$ cat src/rtl/simple_pkg.sv
// Shared definitions for the SIMPLE pipeline: default widths, the bubble
// instruction and the fetch queue entry layout.
package simple_pkg;

  localparam int unsigned ADDR_W_DEFAULT = 16;
  localparam int unsigned INST_W_DEFAULT = 16;

  // Decoded by ctl as no register write and no branch.
  localparam logic [15:0] BUBBLE_INST = 16'h0000;

  typedef struct packed {
    logic [INST_W_DEFAULT-1:0] inst;
    logic [ADDR_W_DEFAULT-1:0] pc_plus1;
  } fetch_entry_t;

endpackage

$ cat src/rtl/fetch_queue.sv
// Small power-of-two FIFO holding fetched words between the instruction RAM
// and the IF/ID register. Flush dominates push; pop of an empty queue is ignored.
module fetch_queue #(
  parameter int unsigned WIDTH = 32,
  parameter int unsigned DEPTH = 2
) (
  input  logic                         clk,
  input  logic                         rst_n,
  input  logic                         flush,
  input  logic                         push,
  input  logic [WIDTH-1:0]             push_data,
  input  logic                         pop,
  output logic [$clog2(DEPTH+1)-1:0]   count,
  output logic [WIDTH-1:0]             head_data
);

  localparam int unsigned PTR_W = $clog2(DEPTH);
  localparam int unsigned CNT_W = $clog2(DEPTH+1);

  logic [WIDTH-1:0] mem_q [DEPTH];
  logic [PTR_W-1:0] rd_ptr_q, rd_ptr_d;
  logic [PTR_W-1:0] wr_ptr_q, wr_ptr_d;
  logic [CNT_W-1:0] count_q, count_d;
  logic             push_en, pop_en;

  // Pointer and occupancy next-state; pointers wrap naturally (DEPTH is 2^n).
  always_comb begin
    push_en  = push && !flush;
    pop_en   = pop && !flush && (count_q != '0);
    rd_ptr_d = rd_ptr_q + PTR_W'(pop_en);
    wr_ptr_d = wr_ptr_q + PTR_W'(push_en);
    count_d  = count_q + CNT_W'(push_en) - CNT_W'(pop_en);
    if (flush) begin
      rd_ptr_d = '0;
      wr_ptr_d = '0;
      count_d  = '0;
    end
  end

  // Control state register.
  always_ff @(posedge clk or negedge rst_n) begin
    if (!rst_n) begin
      rd_ptr_q <= '0;
      wr_ptr_q <= '0;
      count_q  <= '0;
    end else begin
      rd_ptr_q <= rd_ptr_d;
      wr_ptr_q <= wr_ptr_d;
      count_q  <= count_d;
    end
  end

  // Entry storage; contents are don't-care while the slot is unoccupied.
  always_ff @(posedge clk) begin
    if (push_en) begin
      mem_q[wr_ptr_q] <= push_data;
    end
  end

  assign count     = count_q;
  assign head_data = mem_q[rd_ptr_q];

endmodule

$ cat src/rtl/fetch_unit.sv
// Instruction fetch stage: drives the instruction RAM address, absorbs its
// one-cycle read latency and buffers words so ID stalls never lose one.
// Optional macro FETCH_PERF_EN adds saturating fetch/bubble counters.
module fetch_unit
  import simple_pkg::*;
#(
  parameter int unsigned ADDR_W = ADDR_W_DEFAULT,
  parameter int unsigned INST_W = INST_W_DEFAULT,
  parameter int unsigned DEPTH  = 2
) (
  input  logic              clk,
  input  logic              rst_n,
  input  logic              run,
  input  logic              stall,
  input  logic              redirect,
  input  logic [ADDR_W-1:0] redirect_pc,
  output logic [ADDR_W-1:0] imem_addr,
  input  logic [INST_W-1:0] imem_rdata,
  output logic [INST_W-1:0] ir_out,
  output logic [ADDR_W-1:0] ir_pc_plus1,
  output logic              ir_valid
`ifdef FETCH_PERF_EN
  ,
  output logic [15:0]       perf_fetch_cnt,
  output logic [15:0]       perf_bubble_cnt
`endif
);

  localparam int unsigned CNT_W   = $clog2(DEPTH+1);
  localparam int unsigned ENTRY_W = INST_W + ADDR_W;

  logic [ADDR_W-1:0]  fetch_pc_q, fetch_pc_d;
  logic [ADDR_W-1:0]  req_pc1_q, req_pc1_d;
  logic               inflight_q, inflight_d;
  logic               epoch_q, epoch_d;
  logic               req_epoch_q, req_epoch_d;

  logic [CNT_W-1:0]   count;
  logic [CNT_W:0]     occupancy;
  logic [ENTRY_W-1:0] head_data;
  logic               arrival, pop, issue;

  fetch_queue #(
    .WIDTH (ENTRY_W),
    .DEPTH (DEPTH)
  ) u_queue (
    .clk       (clk),
    .rst_n     (rst_n),
    .flush     (redirect),
    .push      (arrival),
    .push_data ({imem_rdata, req_pc1_q}),
    .pop       (pop),
    .count     (count),
    .head_data (head_data)
  );

  // Issue decision, epoch kill and PC sequencing.
  always_comb begin
    // A read tagged with a stale epoch belongs to a flushed path.
    arrival     = inflight_q && (req_epoch_q == epoch_q);
    pop         = ir_valid && !stall;
    // Slots committed after this edge: held entries plus the returning read.
    occupancy   = {1'b0, count} + {{CNT_W{1'b0}}, inflight_q} - {{CNT_W{1'b0}}, pop};
    issue       = run && !redirect && (occupancy < (CNT_W+1)'(DEPTH));

    fetch_pc_d  = fetch_pc_q;
    req_pc1_d   = req_pc1_q;
    req_epoch_d = req_epoch_q;
    inflight_d  = issue;
    epoch_d     = epoch_q ^ redirect;
    if (redirect) begin
      fetch_pc_d = redirect_pc;
    end else if (issue) begin
      fetch_pc_d  = fetch_pc_q + 1'b1;
      req_pc1_d   = fetch_pc_q + 1'b1;
      req_epoch_d = epoch_q;
    end
  end

  // Fetch state register.
  always_ff @(posedge clk or negedge rst_n) begin
    if (!rst_n) begin
      fetch_pc_q  <= '0;
      req_pc1_q   <= '0;
      inflight_q  <= 1'b0;
      epoch_q     <= 1'b0;
      req_epoch_q <= 1'b0;
    end else begin
      fetch_pc_q  <= fetch_pc_d;
      req_pc1_q   <= req_pc1_d;
      inflight_q  <= inflight_d;
      epoch_q     <= epoch_d;
      req_epoch_q <= req_epoch_d;
    end
  end

  // Head presentation; an empty queue shows a bubble with a zero PC+1.
  always_comb begin
    imem_addr   = fetch_pc_q;
    ir_valid    = (count != '0);
    ir_out      = INST_W'(BUBBLE_INST);
    ir_pc_plus1 = '0;
    if (ir_valid) begin
      ir_out      = head_data[ENTRY_W-1:ADDR_W];
      ir_pc_plus1 = head_data[ADDR_W-1:0];
    end
  end

`ifdef FETCH_PERF_EN
  // Saturating counters: accepted pushes and run cycles with no valid head.
  always_ff @(posedge clk or negedge rst_n) begin
    if (!rst_n) begin
      perf_fetch_cnt  <= '0;
      perf_bubble_cnt <= '0;
    end else begin
      if (arrival && !redirect && (perf_fetch_cnt != 16'hFFFF)) begin
        perf_fetch_cnt <= perf_fetch_cnt + 16'd1;
      end
      if (!ir_valid && run && (perf_bubble_cnt != 16'hFFFF)) begin
        perf_bubble_cnt <= perf_bubble_cnt + 16'd1;
      end
    end
  end
`endif

endmodule

$ cat config.mk
export PLATFORM = sky130hd
export DESIGN_NAME = fetch_unit
export DESIGN_NICKNAME = d
export VERILOG_FILES = /design/src/rtl/simple_pkg.sv /design/src/rtl/fetch_queue.sv /design/src/rtl/fetch_unit.sv
export SDC_FILE = /design/constraint.sdc
export NUM_CORES = 1
export LEC_CHECK = 0
export ABC_AREA = 1
export BUFFER_PORTS_ARGS = -buffer_cell sky130_fd_sc_hd__buf_2
export CAP_MARGIN = 20
export CORE_MARGIN = 2
export CORE_UTILIZATION = 32
export DETAILED_ROUTE_END_ITERATION = 10
export SYNTH_ARGS = -nofsm -noshare
export SYNTH_HDL_FRONTEND = slang
export SYNTH_SLANG_ARGS = --single-unit
$ cat constraint.sdc
create_clock -name clk -period 2.9 [get_ports clk]
set_clock_uncertainty 0.15 [all_clocks]
set_input_delay 0.58 -clock clk [delete_from_list [all_inputs] [get_ports clk]]
set_output_delay 0.58 -clock clk [all_outputs]
set_load 0.01 [all_outputs]
# == Yosys cells after proc, flatten, opt, wreduce, memory -nomap -nowiden ==
# Memories as Yosys holds them, arrays and structs flattened.
# Index checks and enable logic that the tools add are counted.
# word_totals
regBits,39
n_memories,1
wordCells,41
output_inout_bits,49
in_bits,37
ram_bits,64
# memory_table
memory,words,word_bits,rd,rd_ports_with_merged_regs,write_ports,line_no,rtl
u_queue.mem_q,2,32,1,0,1,fetch_queue.sv:20,logic [WIDTH-1:0] mem_q [DEPTH];
# classes
order_cmp,1
muxes,9
n_reduce_logical,12
bitwise_logic,2
n_eq_ne,1
addsub,7
# ops
op,n
2-to-1 mux 16 bit,4
"adder 16 x 1 -> 16 bit, second input constant",1
logical AND 1 bit,7
2-to-1 mux 1 bit,4
nonzero test 2 bit,2
adder 2 x 1 -> 3 bit,1
"< comparator 3 x 2 -> 1 bit, second input constant",1
subtractor 3 x 1 -> 3 bit,1
adder 1 bit,2
adder 2 x 1 -> 2 bit,1
logical NOT 1 bit,2
2-to-1 mux 2 bit,1
AND reduction 2 bit,1
subtractor 2 x 1 -> 2 bit,1
== test 1 bit,1
inverter 1 bit,1
bitwise XOR 1 bit,1

# == Depth between registers and ports, before layout ==
# Gate-level depths: netlist of run 1.
# logic_depth
word_depth,7
ltp_mapped,14
mapped_depth_nobuf,13

# == By module ==
# Synthesis of run 1 repeated with hierarchy kept, for this count alone.
# unflattened
cells_unflattened,516
hier_area_um2,4733.3
# by_module_without_submodules
mod,area_each_um2,cells_each,instances,seq_area_each_um2
fetch_queue,2588.7,200,1,2021.9
fetch_unit,2144.6,316,1,875.8

# == Least setup slack after synthesis of run 1 ==
# Ideal clock, no wire load.
# synth_timing
path_type,reg2reg
startpoint,"register u_queue.count_q[1], in the netlist u_queue.count[1]"
endpoint,"register fetch_pc_q[13], in the netlist imem_addr[13]"
required_time_ps,2631
path_slack_ps,310
stages_incl_launch_ff,15
period_less_slack_ps,2590
arrival_time_ps,2321
cell_sequence,dfrtp_1 -> nor2_1 -> nor2_1 -> ha_1 -> inv_1 -> nand2_1 -> fa_1 -> nand3_2 -> inv_1 -> nand2_2 -> buf_4 -> nand3_1 -> nand2_1 -> inv_1 -> nand2_1
# synth_between
elab_chain_cells,6
# synth_lines
element,line_no,rtl
from (decl),fetch_queue.sv:23,"logic [CNT_W-1:0] count_q, count_d;"
from (signal assigned),fetch_queue.sv:49,count_q <= count_d;
"parallel branches: the longest is 2 deep, another holds adder 2 x 1 -> 3 bit",-,
subtractor 3 x 1 -> 3 bit (*),fetch_unit.sv:63,"occupancy = {1'b0, count} + {{CNT_W{1'b0}}, inflight_q} - {{CNT_W{1'b0}}, pop};"
< comparator 3 x 2 -> 1 bit (*),fetch_unit.sv:64,issue = run && !redirect && (occupancy < (CNT_W+1)'(DEPTH));
logical AND 1 bit (*),fetch_unit.sv:64,
nonzero test 2 bit (no line) (*),-,
to (signal assigned),fetch_unit.sv:89,fetch_pc_q <= fetch_pc_d;
to (decl),fetch_unit.sv:32,"logic [ADDR_W-1:0] fetch_pc_q, fetch_pc_d;"
# Every way passes the cells marked *.
# A chain may end at the register's enable or synchronous reset.

# == Worst setup path in the final report of run 1 ==
# layout_timing
startpoint,"register u_queue.count_q[1], in the netlist u_queue.count[1]"
endpoint,register req_pc1_q[0]
# layout_between
elab_chain_cells,6
# layout_lines
element,line_no,rtl
"parallel branches: the longest is 2 deep, another holds adder 2 x 1 -> 3 bit",-,
subtractor 3 x 1 -> 3 bit (*),fetch_unit.sv:63,
< comparator 3 x 2 -> 1 bit (*),fetch_unit.sv:64,
logical AND 1 bit (*),fetch_unit.sv:64,
AND reduction 2 bit (no line) (*),-,
to (signal assigned),fetch_unit.sv:90,req_pc1_q <= req_pc1_d;
to (decl),fetch_unit.sv:33,"logic [ADDR_W-1:0] req_pc1_q, req_pc1_d;"
# Marked as above.

==> flow_summary.yaml, run 1 <==
cts:
  clockRootBuffer: "clkbuf_16"
  cts.sinks: 103
  clk-insertion-delay-late_ps: 330
  cts_tree: "yes"
  htreeDepth: 3
  holdBufCountCts: 0
  path_clk_slew_ps: 70
  cts_buffers: 9
  clockBufferDepth: 2
power:
  leakagePower_nw: 2.50
  p_total_mw: 4.29
  power_density_nw_per_um2: 795
  ir_drop_mv: 0.350
global_route:
  grt_overflow_total: 0
  antenna_found_initial: 0
  grt_pass1_vias: 3199
  grt_use_total_pct: 13.8
  grt_first_pass_wirelength_mm: 15.9
  grt_max_degree: 40
worst_setup_path:
  reg2reg_to: "req_pc1_q[0]"
  worst_r2r_path_depth: 12
  worstSetupPathType: "reg -> reg"
  worstPathMaxFanout: 17
  cp.required_ps: 2970
  cp-start-kind: "register"
  r2r_setup_slack_ps: 300
  r2r_start: "u_queue.count[1]"
  arrival_ps: 2670
  crit_path_end_kind: "register"
cells_and_area:
  nets: 572
  final_util_pct: 39.3
  area_growth_pct: 21.4
  n_antenna_cell: 0
  fin_area_um2: 5390
  final_cells: 713
  drive_gt1_share_pct: 21.6
  final_common_cell: "nand2_1"
  mostFrequentLayoutCells: "nand2_1 (170), buf_2 (85), edfxtp_1 (64)"
timing:
  final-max-slew-violation-count: 0
  fin_ws_ps: 299
  max_slew_margin_pct: 41.7
  rsz0062_at_grt: "no"
  timing.fmax_ghz: 0.384
  tns_ps: 0
  finalCritPeriodShare_pct: 89.7
  timing.final.crit_period_ps: 2600
  hold_ws_ps: 212
  worstMarginPinSlew_ps: 874
  hold_viol: 0
  finalSetupViolations: 0
routing:
  num_vias: 3253
  vias_per_cell: 4.56
  drtIter0Drc: 199
  wire_per_inst_um: 13.9
  drc: 0
  dr.pass1.iters: 4
  drt.antenna.violating_nets: 0
  wirelength_mm: 9.88
floorplanning:
  start_util_pct: 32.4
  ios: 86
  core_area_um2: 13700
  die_width_um: 122
  rows: 43
  die_h_um: 122
  dieArea_um2: 14800
logic_synthesis:
  synth_nets: 485
  yosys-top-cells-area: "edfxtp_1 (43%), dfrtp_1 (22%), nand2_1 (14%)"
  syn_area_per_cell_um2: 10.1
  yosys.area.top_type: "edfxtp_1"
  synth_area_um2: 4440
  synth_seq_cells: 103
  netlist_instances: 441
  synth_top_area_share_pct: 43.3
  seq_area_frac_synth_pct: 65.2
  ys_warn_count: 0
  synthDistinctLibCells: 25
place:
  gp_congestion: 0.810
  dpl_cell_area_um2: 5080
  pre_cts_ws_ps: 72.9
  place_inst: 696
  io_buffer_count: 85
  dp_hpwl_mm: 6.87
run_status:
  status: "completed"
run:
  max-cap-violations: 0
worst_hold_path:
  hp-class: "in -> async"
## final cells by class
type / instances / area [µm²]
inverter: 33 / 133
multi-input combinational: 289 / 1340
timing repair buffer: 92 / 515
clock inverter: 6 / 53.8
fill: 1374 / 8330
sequential: 103 / 2900
tap: 180 / 225
clock buffer: 10 / 229
## logic make-up after synthesis
logic type / Yosys count / share of synthesized area [%]
xor+xnor: 10 / 1.97
compound gates: 37 / 4.28
fa+ha+maj: 7 / 2.14
flops: 103 / 65.2
simple gates: 235 / 21.6
buf+inv: 49 / 4.73
## worst max-delay path: stages (launching register included)
cell and delay (ps):
dfrtp_1 490, nor2_2 70, nor2_1 170, ha_1 260, inv_1 60, nand2_1 60, fa_1 500, nand3_2 110
inv_1 80, nand2_2 140, buf_4 250, nand2_1 80, nand2_1 60
## power breakdown
part           internal (mW)  switching [mW]  leakage [nW]  total, mW
Sequential              1.87           0.221          1.07       2.09
Clock                  0.596           0.532         0.129       1.13
Combinational          0.391           0.673          1.30       1.06
Total                   2.86            1.43          2.50       4.29
## what timing repair did
item	4_1_cts	5_1_grt
buffers inserted	0	1
endpoints found under the hold margin	0	0
gates resized for setup	0	1
setup endpoints to repair	0	7
## worst max path at each step
stage | from | endpoint | cells past startpoint
after floorplan | u_queue.count[1] | imem_addr[13] | 14
after global placement | stall | imem_addr[6] | 11
final | u_queue.count[1] | req_pc1_q[0] | 12
after global routing | u_queue.count[1] | req_epoch_q | 11
after detailed placement | stall | imem_addr[7] | 11
after CTS | u_queue.rd_ptr_q | ir_pc_plus1[6] | 4
## sequential cells by signal, indices dropped and copies added, names as in the netlist
register,count
epoch_q,1
imem_addr,16
inflight_q,1
req_epoch_q,1
req_pc1_q,16
u_queue.count,2
u_queue.mem_q,64
u_queue.rd_ptr_q,1
u_queue.wr_ptr_q,1
## per-layer routing
layer	global-route usage, %	routed length [µm]	up-vias
met5	0	0	-
met4	2.95	89	0
met3	3.70	612	12
met2	22.2	4520	106
met1	18.9	4660	1518
li1	-	-	1617
## synthesized netlist by cell type
cell / instances
inv_1: 31
nor2_1: 20
nor2_4: 2
nand3_2: 1
buf_2: 2
o21bai_1: 2
a21oi_1: 32
fa_1: 1
clkbuf_1: 11
ha_1: 6
nand4_1: 2
o21ai_0: 3
nand2_2: 1
xnor2_1: 4
nor3_1: 2
inv_6: 1
buf_6: 2
buf_4: 1
dfrtp_1: 39
xor2_1: 6
clkinv_1: 1
or2_2: 1
edfxtp_1: 64
nand3_1: 36
nand2_1: 170
Power figures use the tool's default switching activity.
==> run 2, diff against run 1 <==
--- a/config.mk
+++ b/config.mk
@@ -6,7 +6,7 @@
 export NUM_CORES = 1
 export LEC_CHECK = 0
 export ABC_AREA = 1
-export BUFFER_PORTS_ARGS = -buffer_cell sky130_fd_sc_hd__buf_2
+export BUFFER_PORTS_ARGS = -buffer_cell sky130_fd_sc_hd__clkbuf_2
 export CAP_MARGIN = 20
 export CORE_MARGIN = 2
 export CORE_UTILIZATION = 32
==> flow_summary.yaml, run 2 (synthesis results as in run 1) <==
run_status:
  status: "completed"
cts:
  clk-insertion-delay-late_ps: 340
  path_clk_slew_ps: 70
  cts_tree: "yes"
  cts_setup_buffers: 0
  cts_buffers: 9
  clockRootBuffer: "clkbuf_16"
  htreeDepth: 3
  clockBufferDepth: 2
  cts.sinks: 103
worst_hold_path:
  min_from: "imem_rdata[3]"
  worstHoldPathCells: 1
  hp-class: "in -> reg"
  whs_endpoint: "u_queue.mem_q[0][19]"
worst_setup_path:
  crit_path_end_kind: "register"
  cpPeakStageDelay_ps: 490
  cp_top_family: "adder cells"
  cp.required_ps: 3010
  r2r_setup_slack_ps: 370
  arrival_ps: 2630
  cp.depth: 11
  path_cells: "nor2_2 > nor2_1 > ha_1 > inv_1 > nand2_1 > fa_1 > nand3_2 > inv_1 > nand2_2 > buf_4 > o21ai_0"
  critPathMostFrequentCell: "inv_1"
  cp_num_buf_inv: 3
  worstSetupPathType: "reg -> reg"
  reg2reg_to: "req_epoch_q"
  worst_r2r_path_depth: 11
  cp-start-kind: "register"
  crit_slowest_cell: "dfrtp_1"
  worstPathMaxFanout: 17
  r2r_start: "u_queue.count[1]"
cells_and_area:
  area_growth_pct: 21.9
  nets: 574
  fin_area_um2: 5420
  n_antenna_cell: 0
  drive_gt1_share_pct: 21.7
  final_common_cell: "nand2_1"
  largest_register: "u_queue.mem_q"
  largest_reg_flops: 64
  mostFrequentLayoutCells: "nand2_1 (170), clkbuf_2 (85), edfxtp_1 (64)"
timing:
  hold_ws_ps: 273
  max_slew_margin_pct: 59.4
  finalSetupViolations: 0
  timing.fmax_ghz: 0.396
  worstMarginPinSlew_ps: 607
  tns_ps: 0
  rsz0062_at_grt: "no"
  finalCritPeriodShare_pct: 87.1
  hold_viol: 0
  timing.final.crit_period_ps: 2530
  final-max-slew-violation-count: 0
  fin_ws_ps: 375
routing:
  wirelength_mm: 9.65
  dr.pass1.iters: 4
  drtIter0Drc: 217
  num_vias: 3266
  vias_per_cell: 4.57
  wire_per_inst_um: 13.5
  drc: 0
  drt.antenna.violating_nets: 0
floorplanning:
  ios: 86
  die_h_um: 122
  rows: 43
  dieArea_um2: 14800
  core_area_um2: 13700
  die_width_um: 122
  start_util_pct: 32.4
global_route:
  grt_use_total_pct: 13.6
  grt_max_degree: 40
  grt_first_pass_wirelength_mm: 15.6
  grt_pass1_vias: 3156
  grt_overflow_total: 0
  antenna_found_initial: 0
place:
  pre_cts_ws_ps: 224
  io_buffer_count: 85
  dp_hpwl_mm: 6.79
  dpl_cell_area_um2: 5080
  gp_congestion: 0.834
power:
  power_density_nw_per_um2: 805
  leakagePower_nw: 2.51
  ir_drop_mv: 0.368
run:
  max-cap-violations: 0
-- run 2: changes by cell type in the layout (fill, tap and decap cells not counted), moves of 2 or more --
cell        change
clkinvlp_4      -3
buf_4           +2
buf_2          -85
clkbuf_2       +85
-- run 2: where the power goes --
part           total [mW]  switching, mW  internal (mW)  leakage [nW]
sequential           2.09          0.216           1.87          1.07
clock                1.22          0.534          0.681         0.151
combinational        1.06          0.673          0.383          1.29
total                4.36           1.42           2.94          2.51
-- run 2: metal layers --
layer,track usage [%],wire [µm],vias up,part of all wire (%)
li1,-,-,1628,-
met1,17.1,4360,1513,45
met2,22.3,4430,113,46
met3,4.78,770,12,8.0
met4,3.59,89,0,0.92
met5,0,0,-,0
-- run 2: how the worst max path moves through the flow --
stage,from,endpoint,slack (ps)
2_1_floorplan,u_queue.count[1],imem_addr[13],310
3_5_place_dp,stall,req_epoch_q,220
6_report,u_queue.count[1],req_epoch_q,370
3_3_place_gp,stall,req_pc1_q[2],280
4_1_cts,u_queue.rd_ptr_q,ir_pc_plus1[6],120
5_1_grt,u_queue.count[1],imem_addr[1],180
-- run 2: area by class of cell --
class | count | area, µm²
inverters | 33 | 133
well taps | 180 | 225
repair buffers | 94 | 520
flip-flops and latches | 103 | 2900
clock buffers | 9 | 225
fillers | 1340 | 8300
multi-input cells | 289 | 1340
clock inverters | 7 | 78.8
-- run 2: per-stage QoR --
stage	utilization [%]	cells	power [mW]
finish	39.5	715	4.36
global route	39.5	715	4.64
CTS	39.2	713	4.40
detailed placement	37.0	697	3.18
global placement	37.0	697	3.14
floorplan	-	441	2.74
-- run 2: what timing repair did --
item,CTS,global route
endpoints found under the hold margin,0,2
setup endpoints to repair,0,10
hold buffers,0,1
gates resized for setup,0,1
